--- config.mk ---
export PLATFORM = sky130hd
export DESIGN_NAME = fft_result_writer
export DESIGN_NICKNAME = d
export VERILOG_FILES = /design/src/rtl/fft_pkg.sv /design/src/rtl/sat_clamp.sv /design/src/rtl/fft_result_writer.sv
export SDC_FILE = /design/constraint.sdc
export NUM_CORES = 1
export LEC_CHECK = 0
export CAP_MARGIN = 20
export CORE_UTILIZATION = 37
export DETAILED_ROUTE_END_ITERATION = 8
export PLACE_DENSITY = 0.67
export REMOVE_ABC_BUFFERS = 1
export SLEW_MARGIN = 20
export SYNTH_ARGS = -nofsm -noshare
export SYNTH_HDL_FRONTEND = slang
export SYNTH_SLANG_ARGS = --single-unit
--- constraint.sdc ---
create_clock -name clk -period 1.95 [get_ports clk]
set_clock_uncertainty 0.15 [all_clocks]
set_input_delay 0.2925 -clock clk [delete_from_list [all_inputs] [get_ports clk]]
set_output_delay 0.2925 -clock clk [all_outputs]
set_load 0.05 [all_outputs]
--- src/rtl/fft_pkg.sv ---
// Shared constants and state encoding for the FFT result writer
// and the peak-bin detector that scans the same RAM.
package fft_pkg;

    localparam int N_POINTS = 1024;
    localparam int ADDR_W   = 10;
    localparam int IN_W     = 16;
    localparam int OUT_W    = 14;
    localparam int DATA_W   = 2 * OUT_W;
    localparam int DROP_W   = 8;

    localparam logic [ADDR_W-1:0] LAST_IDX = ADDR_W'(N_POINTS - 1);

    typedef enum logic [1:0] {
        IDLE,
        WRITE,
        DONE,
        WAIT_DET
    } wr_state_t;

endpackage

--- src/rtl/sat_clamp.sv ---
// Combinational signed clamp from IN_W to OUT_W bits.
// No rounding; values outside the OUT_W range pin to the extremes.
module sat_clamp #(
    parameter int IN_W  = 16,
    parameter int OUT_W = 14
) (
    input  logic signed [IN_W-1:0]  din,
    output logic signed [OUT_W-1:0] dout
);

    // Bits that must all match the sign for the value to fit.
    logic [IN_W-OUT_W:0] top;

    assign top = din[IN_W-1:OUT_W-1];

    always_comb begin
        if (top == '0 || top == '1) begin
            dout = din[OUT_W-1:0];
        end else if (din[IN_W-1]) begin
            dout = {1'b1, {(OUT_W-1){1'b0}}};
        end else begin
            dout = {1'b0, {(OUT_W-1){1'b1}}};
        end
    end

endmodule

--- src/rtl/fft_result_writer.sv ---
// Captures one bit-reversed FFT frame into the channel-1 RAM, then
// signals the detector and holds off new frames until it finishes.
module fft_result_writer
    import fft_pkg::*;
(
    input  logic                     clk,
    input  logic                     reset,
    input  logic                     in_valid,
    input  logic                     in_sop,
    input  logic                     in_eop,
    input  logic signed [IN_W-1:0]   in_real,
    input  logic signed [IN_W-1:0]   in_imag,
    output logic                     in_ready,
    input  logic                     detectdone,
    output logic                     ram_wren,
    output logic [ADDR_W-1:0]        ram_wraddr,
    output logic [DATA_W-1:0]        ram_data,
    output logic                     fftdone,
    output logic                     frame_err,
    output logic [DROP_W-1:0]        drop_cnt
);

    wr_state_t             state;
    wr_state_t             state_nx;
    logic [ADDR_W-1:0]     idx;
    logic [ADDR_W-1:0]     idx_nx;
    logic [ADDR_W-1:0]     waddr;
    logic                  accept;
    logic                  err_set;
    logic                  drop_inc;
    logic                  sop_hit;
    logic                  is_last;
    logic signed [OUT_W-1:0] re_sat;
    logic signed [OUT_W-1:0] im_sat;

    assign in_ready = 1'b1;
    assign sop_hit  = in_valid & in_sop;
    assign is_last  = (idx == LAST_IDX);

    sat_clamp #(.IN_W(IN_W), .OUT_W(OUT_W)) u_sat_re (
        .din  (in_real),
        .dout (re_sat)
    );

    sat_clamp #(.IN_W(IN_W), .OUT_W(OUT_W)) u_sat_im (
        .din  (in_imag),
        .dout (im_sat)
    );

    always_ff @(posedge clk or negedge reset) begin
        if (!reset) begin
            state <= IDLE;
        end else begin
            state <= state_nx;
        end
    end

    always_comb begin
        state_nx = state;
        unique case (state)
            IDLE: begin
                if (sop_hit) state_nx = WRITE;
            end
            WRITE: begin
                if (in_valid && !in_sop) begin
                    if (in_eop && is_last) begin
                        state_nx = DONE;
                    end else if (in_eop || is_last) begin
                        state_nx = IDLE;
                    end
                end
            end
            DONE: begin
                state_nx = WAIT_DET;
            end
            WAIT_DET: begin
                if (detectdone) state_nx = IDLE;
            end
            default: state_nx = IDLE;
        endcase
    end

    // idx always holds the index the next in-frame sample will take.
    always_comb begin
        accept   = 1'b0;
        waddr    = '0;
        idx_nx   = idx;
        err_set  = 1'b0;
        drop_inc = 1'b0;
        unique case (state)
            IDLE: begin
                if (sop_hit) begin
                    accept = 1'b1;
                    idx_nx = ADDR_W'(1);
                end
            end
            WRITE: begin
                if (in_valid) begin
                    accept = 1'b1;
                    if (in_sop) begin
                        idx_nx  = ADDR_W'(1);
                        err_set = 1'b1;
                    end else begin
                        waddr   = idx;
                        idx_nx  = idx + 1'b1;
                        err_set = in_eop ^ is_last;
                    end
                end
            end
            DONE: begin
            end
            WAIT_DET: begin
                drop_inc = sop_hit;
            end
            default: begin
            end
        endcase
    end

    always_ff @(posedge clk or negedge reset) begin
        if (!reset) begin
            idx        <= '0;
            ram_wren   <= 1'b0;
            ram_wraddr <= '0;
            ram_data   <= '0;
        end else begin
            idx      <= idx_nx;
            ram_wren <= accept;
            if (accept) begin
                ram_wraddr <= waddr;
                ram_data   <= {re_sat, im_sat};
            end
        end
    end

    // Registering DONE places fftdone one cycle after the last write.
    always_ff @(posedge clk or negedge reset) begin
        if (!reset) begin
            fftdone   <= 1'b0;
            frame_err <= 1'b0;
            drop_cnt  <= '0;
        end else begin
            fftdone   <= (state == DONE);
            frame_err <= frame_err | err_set;
            if (drop_inc && drop_cnt != '1) begin
                drop_cnt <= drop_cnt + 1'b1;
            end
        end
    end

endmodule

==> qor.txt, run 1 <==
Async S/R FF share, synth - 1.000
Number of library cell types mapped by synthesis - 43
Max-slew headroom - 0.6581
# rows - 33
Total congestion overflow - 0
Crit Path Class - reg -> out
Vias in the first global route - 2729
First-pass GRT wire length - 12120 um
Syn Inst Count - 383
Via density - 4.970
Endpoints failing setup - 0
Routed wire per std cell - 12.49 um
Synth Flop Type - dfrtp_1
Final Max Tran Viols - 0
H-Tree Depth - 3
Ys Warns - 0
Final min period - 1.928 ns
Status - completed
CP delay by family, top - buffers and inverters
Antenna violations before repair - 0
Synthesized area - 3102 um2
Cells after DPL - 574
Nets@finish - 524
Port Buffers - 86
Most frequent cells in the layout - 97 x nand2_1, 61 x dfrtp_1, 60 x nor2_1
Arr. time, crit path - 1.49 ns
Sequential element share of the synthesized area - 0.4921
Pin count of the biggest net entering global routing - 62
Dpl ws - -0.1921 ns
Cell taking the most area after synthesis - dfrtp_1
Max frequency - 518.6 MHz
Layout cells sized above 1 - 0.1643
N_diodes - 0
Core Box Area - 8175 um2
Vias - 2942
Post-detail-place hpwl - 5142 um
Worst vdd ir - 0.3439 mV
Syn_area_per_cell - 8.098 um2
DRC Markers - 0
Initial DRT Pass Iterations - 4
Crit-path slowest cell - clkdlybuf4s50_1
Main area contributors after synthesis - dfrtp_1 49%, nand2_1 12%, o21ai_0 8.9%
Clk buf depth - 2
Setup WS post-layout - 0.02187 ns
CTS tree - done
Crit path required time - 1.51 ns
Slowest stage delay, CP - 0.80 ns
Total chip power - 3.730 mW
TritonCTS Buffers - 9
Max Cap Violations - 0
PD cells - 844.3 nW/um2
ANT nets after route - 0
P_leak - 2.220 nW
#FFs+latches synth - 61
Io pins - 88
CTS sink count - 61
Hold_ws - 0.3285 ns
Die width - 93.56 um
Final WL - 7397 um
Worst slew pin tran - 0.5120 ns
Worst skew pair latency - 0.33 ns
Die ar. - 8753 um2
Initial Utilization - 0.3794
Worst hold path type - reg -> reg
Global Route Usage Sum - 0.1770
Unrepaired setup endpoints after global routing - yes
Worst setup EP type - output pin
Initial DRC Count - 79
# fillers - 769
Post-synth EDFFs - 0
Finished Layout Cells - 592
Layout Area Growth over Synthesis - 42.44%
Commonest non-fill, non-tap cell in the layout - nand2_1
Synth top area share - 0.4921
CP Buf/Inv Count - 1
RD Place Congestion - 0.8514
Crit-path cells - clkdlybuf4s50_1
Period utilisation layout - 0.9888
Clock-pin slew on the worst setup and hold paths - 0.07 ns
Die H - 93.56 um
Root Driver - clkbuf_8
CP startpoint kind - flip-flop
Final Hold Viols - 0
Crit-path max FO - 2
Final core utilization - 0.5404
-- per-stage QoR --
step | area (um2) | TNS [ns]
4_1_cts | 4368 | 0
2_1_floorplan | 2997 | -13.70
3_5_place_dp | 4146 | -0.9745
5_1_grt | 4418 | -0.1168
3_3_place_gp | 4146 | -0.2421
6_report | 4418 | 0
-- cells in the mapped netlist (all sizes together), types with 2 or more instances --
cell type / instances
a21oi: 5
a22o: 10
a31oi: 2
and2: 2
and3: 4
buf: 9
clkbuf: 16
dfrtp: 61
ha: 4
inv: 5
mux2: 2
nand2: 100
nand2b: 2
nand3: 6
nand4: 4
nor2: 60
nor2b: 5
nor3: 3
nor3b: 2
nor4: 3
o21ai: 55
or2: 2
or3: 2
xnor2: 5
xor2: 2
-- repair_timing --
item                                   CTS  global route
setup buffers                            0             1
resized for setup                       12            15
setup endpoints to repair               12            14
pin swaps                                0             2
endpoints found under the hold margin   61             0
hold buffers                             1             0
-- kinds of logic after synthesis --
group | after synthesis | synth area share
adder cells (fa/ha/maj) | 4 | 0.01614
flip-flops | 61 | 0.4921
AND/OR/NAND/NOR | 198 | 0.2715
other | 1 | 0.001209
buffers and inverters | 30 | 0.03994
multiplexers | 2 | 0.007260
XOR/XNOR | 7 | 0.01977
AO/OA/AOI/OAI | 80 | 0.1521
-- registers in the layout, summed over array words and instances (netlist names), named ones only --
signal and count:
ram_data 28, idx 10, ram_wraddr 10, drop_cnt 8
fftdone 1, frame_err 1, ram_wren 1, state 1
-- cell type report --
cell class	count	area (um2)	area share
clock buffer	11	141.4	0.03200
clock inverter	5	83.83	0.01897
inverter	5	18.77	0.004248
multi-input combinational	292	1471	0.3330
sequential	61	1526	0.3455
tap	105	131.4	0.02974
timing repair buffer	113	1045	0.2365
-- routing by layer --
| layer | routed length, um | share of wire | track usage |
|---|---|---|---|
| met5 | 0 | 0 | 0 |
| met4 | 128 | 0.017 | 0.07564 |
| met3 | 287 | 0.039 | 0.04309 |
| met2 | 3734 | 0.50 | 0.3009 |
| met1 | 3247 | 0.44 | 0.2129 |
-- where the power goes --
part	total [mW]	switching, mW	internal [mW]
clock	1.25	0.490	0.757
combinational	1.02	0.669	0.353
sequential	1.46	0.0749	1.39
total	3.73	1.23	2.50
-- path summary, 6_finish.rpt --
| check | from | end | slack, ns | depth (start not counted) |
|---|---|---|---|---|
| min | ram_data[5] | ram_data[5] | 0.33 | 2 |
| min reg2reg | ram_data[5] | ram_data[5] | 0.33 | 2 |
| max reg2reg | idx[0] | frame_err | 0.07 | 7 |
| min in group asynchronous | reset | ram_wraddr[5] | 0.35 | 3 |
| max in group asynchronous | reset | ram_data[13] | 1.04 | 3 |
| max | frame_err | frame_err | 0.02 | 1 |
Note: power is estimated with default switching activity, not from simulation.
==> inputs of run 2 (changes only) <==
Settings changed: ABC_AREA from default to 1, PLACE_DENSITY 0.67 to 0.68.
==> qor.txt, run 2 <==
CP Buf/Inv Count - 1 (unchanged)
Finished Layout Cells - 584 (-1.4%)
Slowest stage delay, CP - 0.80 ns (about the same)
Arr. time, crit path - 1.47 ns (-0.02 ns)
Worst slew pin tran - 0.7168 ns (+0.2047 ns)
Post-synth EDFFs - 0 (unchanged)
CP startpoint kind - flip-flop
Synth top area share - 0.5180 (+0.02591)
Crit-path cells - clkdlybuf4s50_1
Largest register by flop count - ram_data
Setup WS post-layout - 0.03649 ns (+0.01462 ns)
Port Buffers - 86 (unchanged)
Main area contributors after synthesis - dfrtp_1 52%, nand2_1 17%, inv_1 6.9%
Sequential element share of the synthesized area - 0.5180 (+0.02591)
FF+latch area - 1526 um2 (unchanged)
Period utilisation layout - 0.9813 (-0.007497)
Initial DRC Count - 80 (+1.3%)
Io pins - 88 (unchanged)
Via density - 4.572 (-8.0%)
Endpoints failing setup - 0 (unchanged)
Count leader, synth - nand2_1
CP delay by family, top - buffers and inverters
Initial DRT Pass Iterations - 4 (unchanged)
First-pass GRT wire length - 11620 um (-4.1%)
Post-detail-place hpwl - 4709 um (-8.4%)
Layout cells sized above 1 - 0.1266 (-0.03772)
# rows - 32 (-3.0%)
Final WL - 6808 um (-8.0%)
Setup Total Neg Slack - 0 ns (unchanged)
Cells after DPL - 567 (-1.2%)
WP depth - 1 (unchanged)
DRC Markers - 0 (unchanged)
Max-slew headroom - 0.5190 (-0.1391)
Max frequency - 522.6 MHz (+0.76%)
TritonCTS Buffers - 9 (unchanged)
Synthesized area - 2947 um2 (-5.0%)
Root Driver - clkbuf_8
Async S/R FF share, synth - 1.000 (unchanged)
CP Launch Point - ram_data[25]
Die ar. - 8325 um2 (-4.9%)
Syn Inst Count - 382 (-0.26%)
RD Place Congestion - 0.8125 (-4.6%)
Number of library cell types mapped by synthesis - 25 (-42%)
Dpl ws - 0.001360 ns (+0.1934 ns)
Crit-path max FO - 2 (unchanged)
Final core utilization - 0.5389 (-0.001544)
Final min period - 1.914 ns (-0.01462 ns)
Commonest non-fill, non-tap cell in the layout - nand2_1
Final Hold Viols - 0 (unchanged)
Cell taking the most area after synthesis - dfrtp_1
Clk buf depth - 2 (unchanged)
Biggest regs - ram_data (28), idx (10), ram_wraddr (10)
Crit-path slowest cell - clkdlybuf4s50_1
H-Tree Depth - 3 (unchanged)
Max FFs per register - 28 (unchanged)
CTS tree - done
# fillers - 777 (+1.0%)
R2R Path Start - idx[0]
Setup slack, reg-to-reg - 0.17 ns (+0.10 ns)
Setup crit end - ram_data[25]
#FFs+latches synth - 61 (unchanged)
Max Cap Violations - 0 (unchanged)
Status - completed
Crit path required time - 1.51 ns (about the same)
Worst vdd ir - 0.4733 mV (+38%)
Unrepaired setup endpoints after global routing - yes
Die H - 91.24 um (-2.5%)
Final Max Tran Viols - 0 (unchanged)
Hold_ws - 0.2946 ns (-0.03389 ns)
Synth Flop Type - dfrtp_1
Pin count of the biggest net entering global routing - 45 (-27%)
Nets@finish - 520 (-0.76%)
PD cells - 1200 nW/um2 (+42%)
Crit Path Class - reg -> out
Total congestion overflow - 0 (unchanged)
Vias - 2670 (-9.2%)
Vias in the first global route - 2579 (-5.5%)
Antenna violations before repair - 0 (unchanged)
Worst hold path type - in -> async
Worst skew pair latency - 0.33 ns (about the same)
Post-synth top cells - 137 x nand2_1, 61 x dfrtp_1, 54 x inv_1, 30 x o21ai_0, 19 x nor2_1
Most frequent cells in the layout - 136 x nand2_1, 61 x dfrtp_1, 53 x inv_1
N_diodes - 0 (unchanged)
Routed wire per std cell - 11.66 um (-6.7%)
Ys Warns - 0 (unchanged)
Worst setup EP type - output pin
CTS sink count - 61 (unchanged)
Initial Utilization - 0.3813 (+0.001915)
Core Box Area - 7727 um2 (-5.5%)
Reg2Reg Depth - 10 (+3)
Syn_area_per_cell - 7.714 um2 (-4.8%)
P_leak - 2.300 nW (+3.6%)
ANT nets after route - 0 (unchanged)
Layout Area Growth over Synthesis - 41.32%
Clock-pin slew on the worst setup and hold paths - 0.06 ns (about the same)
Global Route Usage Sum - 0.1768 (-0.0002357)
Multi-input logic area - 1140 um2 (-23%)
Die width - 91.24 um (-2.5%)
==> run 2: changes by cell type after synthesis, moves of 12 or more <==
cell      change
inv_1        +49
nor2_1       -41
nand2_1      +38
o21ai_0      -25
o21ai_1      +18
clkbuf_1     -12
==> run 2: how the worst min path moves through the flow <==
stage               depth (start not counted)  slack [ns]  start                    endpoint
floorplan                                   0       -0.15  reset  asynchronous set/reset pin
global placement                            1        0.11  reset                ram_data[13]
detailed placement                          1        0.12  reset                ram_data[13]
CTS                                         2        0.30  reset                ram_data[13]
global route                                2        0.33  reset                ram_data[13]
finish                                      2        0.29  reset                ram_data[13]
==> run 2: area by class of cell <==
class	instances	area share
Clock buffer	14	0.03906
Tap cell	102	0.03065
Multi-Input combinational cell	249	0.2737
Timing Repair Buffer	99	0.2305
Sequential cell	61	0.3666
Clock inverter	1	0.007212
Inverter	58	0.05228
==> run 2: repair_timing <==
action                                  in CTS  in global routing
hold buffers                                 1                  0
resized for setup                           11                 21
pin swaps                                    0                  1
setup buffers                                0                  1
endpoints found under the setup margin      11                 17
endpoints found under the hold margin       17                  0
==> run 2: cells by family after synthesis <==
family / share of synthesized area
AO/OA/AOI/OAI: 0.1015
flip-flops: 0.5180
AND/OR/NAND/NOR: 0.2527
other: 0.001273
XOR/XNOR: 0.008919
buffers and inverters: 0.1006
adder cells (fa/ha/maj): 0.01699
==> run 2: power breakdown <==
group          switching (mW)  leakage (nW)  internal, mW
logic                    1.50          1.42         0.661
clock network           0.449        0.0968         0.655
registers               0.170         0.779          1.56
==> run 2: per-stage QoR <==
step	power [mW]	area, um2
after detailed placement	3.998	3916
after global routing	5.285	4164
after CTS	5.068	4105
after global placement	3.968	3916
final	4.997	4164
after floorplan	3.132	2868
==> run 2: per-layer routing <==
layer	up-vias	GRT usage	part of all wire
met3	6	0.03853	0.057
met5	-	0	0
met2	72	0.2803	0.45
met4	0	0.08995	0.014
met1	1220	0.2275	0.47
li1	1372	-	-
==> run 2: worst register-to-register path, cell delays in order (launching register included) <==
cell     delay, ns
dfrtp_1       0.37
ha_2          0.20
nand2_2       0.08
inv_2         0.06
nand2_1       0.05
nor2_2        0.12
nand3_2       0.11
ha_1          0.21
o21ai_2       0.15
nand4_1       0.08
o21ai_0       0.10
==> inputs of run 3 (changes only) <==
Settings changed: SKIP_CTS_REPAIR_TIMING from default to 1.
==> qor.txt, run 3 (synthesis results as in run 2) <==
Status - completed
PD cells - 1203 nW/um2 (+0.22%)
Met1 usage - 0.2269 (-0.0005365)
CTS sink count - 61 (unchanged)
Die ar. - 8325 um2 (unchanged)
Setup slack, reg-to-reg - 0.17 ns (about the same)
Initial Utilization - 0.3813 (unchanged)
Reg2Reg Depth - 10 (unchanged)
Clk buf depth - 2 (unchanged)
DRC Markers - 0 (unchanged)
Final WL - 6883 um (+1.1%)
Period utilisation layout - 0.9819 (about the same)
Layout Area Growth over Synthesis - 42.72%
Endpoints failing setup - 0 (unchanged)
Crit-path slowest cell - clkdlybuf4s50_1
Worst skew pair latency - 0.33 ns (about the same)
Post-detail-place hpwl - 4709 um (unchanged)
Global Route Usage Sum - 0.1759 (-0.0009003)
# fillers - 764 (-1.7%)
Vias in the first global route - 2571 (-0.31%)
ANT nets after route - 0 (unchanged)
Crit-path cells - clkdlybuf4s50_1
Max FFs per register - 28 (unchanged)
Routed wire per std cell - 11.79 um (+1.1%)
GR peak layer - met2
Cells after DPL - 567 (unchanged)
GR Layer Usage met2 - 0.2771 (-0.003157)
Final Hold Viols - 0 (unchanged)
Met3 Use GR - 0.03936 (+0.0008375)
Final min period - 1.915 ns (+0.001125 ns)
RD Place Congestion - 0.8125 (unchanged)
CP delay by family, top - buffers and inverters
CTS tree - done
First-pass GRT wire length - 11550 um (-0.59%)
Commonest non-fill, non-tap cell in the layout - nand2_1
Initial DRC Count - 81 (+1.3%)
Io pins - 88 (unchanged)
R2R Path Start - idx[0]
Die width - 91.24 um (unchanged)
Worst hold path type - in -> async
Final Max Tran Viols - 0 (unchanged)
Biggest regs - ram_data (28), idx (10), ram_wraddr (10)
Final core utilization - 0.5442 (+0.005343)
Largest register by flop count - ram_data
Crit-path max FO - 2 (unchanged)
Finished Layout Cells - 584 (unchanged)
H-Tree Depth - 3 (unchanged)
Slowest stage delay, CP - 0.80 ns (about the same)
Antenna violations before repair - 0 (unchanged)
Pin count of the biggest net entering global routing - 45 (unchanged)
Setup WS post-layout - 0.03536 ns (-0.001125 ns)
Max frequency - 522.3 MHz (about the same)
Core Box Area - 7727 um2 (unchanged)
N_diodes - 0 (unchanged)
Die H - 91.24 um (unchanged)
Max Cap Violations - 0 (unchanged)
Dpl ws - 0.001360 ns (unchanged)
Max-slew headroom - 0.5315 (+0.01256)
CP startpoint kind - flip-flop
Total congestion overflow - 0 (unchanged)
P_leak - 2.395 nW (+4.2%)
Hold_ws - 0.3050 ns (+0.01031 ns)
Unrepaired setup endpoints after global routing - yes
TritonCTS Buffers - 9 (unchanged)
Worst setup EP type - output pin
# rows - 32 (unchanged)
Via density - 4.577 (+0.11%)
Port Buffers - 86 (unchanged)
Initial DRT Pass Iterations - 4 (unchanged)
Arr. time, crit path - 1.47 ns (about the same)
Vias - 2673 (+0.11%)
Worst vdd ir - 0.4729 mV (about the same)
Crit Path Class - reg -> out
Worst slew pin tran - 0.6980 ns (-0.01872 ns)
Nets@finish - 520 (unchanged)
Root Driver - clkbuf_8
Layout cells sized above 1 - 0.1266 (unchanged)
CP Buf/Inv Count - 1 (unchanged)
Setup Total Neg Slack - 0 ns (unchanged)
Crit path required time - 1.51 ns (about the same)
Clock-pin slew on the worst setup and hold paths - 0.06 ns (about the same)
Most frequent cells in the layout - 136 x nand2_1, 61 x dfrtp_1, 53 x inv_1
run 3: metrics by stage:
stage                     total power, mW  instance area, um2
after floorplan                     3.132                2868
after global placement              3.968                3916
after detailed placement            3.998                3916
after CTS                           5.133                4109
after global routing                5.340                4205
final                               5.057                4205
run 3: power by group:
group          switching [mW]  internal [mW]
clock network           0.450          0.655
registers               0.171           1.56
logic                    1.50          0.716
total                    2.13           2.93
run 3: worst max-delay path by stage:
stage,from,end,cells past startpoint
finish,ram_data[25],ram_data[25],1
global route,idx[0],flip-flop,10
CTS,ram_data[15],ram_data[15],1
detailed placement,in_imag[14],ram_data[11],5
global placement,in_real[14],ram_data[14],5
floorplan,flip-flop,idx[9],6
run 3: cell type report:
| class | count | area (um2) | share of cell area |
|---|---|---|---|
| Clock buffer | 14 | 162.7 | 0.03868 |
| Clock inverter | 1 | 30.03 | 0.007141 |
| Timing Repair Buffer | 99 | 1001 | 0.2380 |
| Sequential cell | 61 | 1526 | 0.3630 |
| Tap cell | 102 | 127.6 | 0.03035 |
| Multi-Input combinational cell | 249 | 1140 | 0.2710 |
| Inverter | 58 | 217.7 | 0.05177 |
run 3: metal layers:
| layer | wire length [um] | share of wire |
|---|---|---|
| met1 | 3225 | 0.47 |
| met5 | 0 | 0 |
| met3 | 418 | 0.061 |
| met2 | 3123 | 0.45 |
| met4 | 114 | 0.017 |
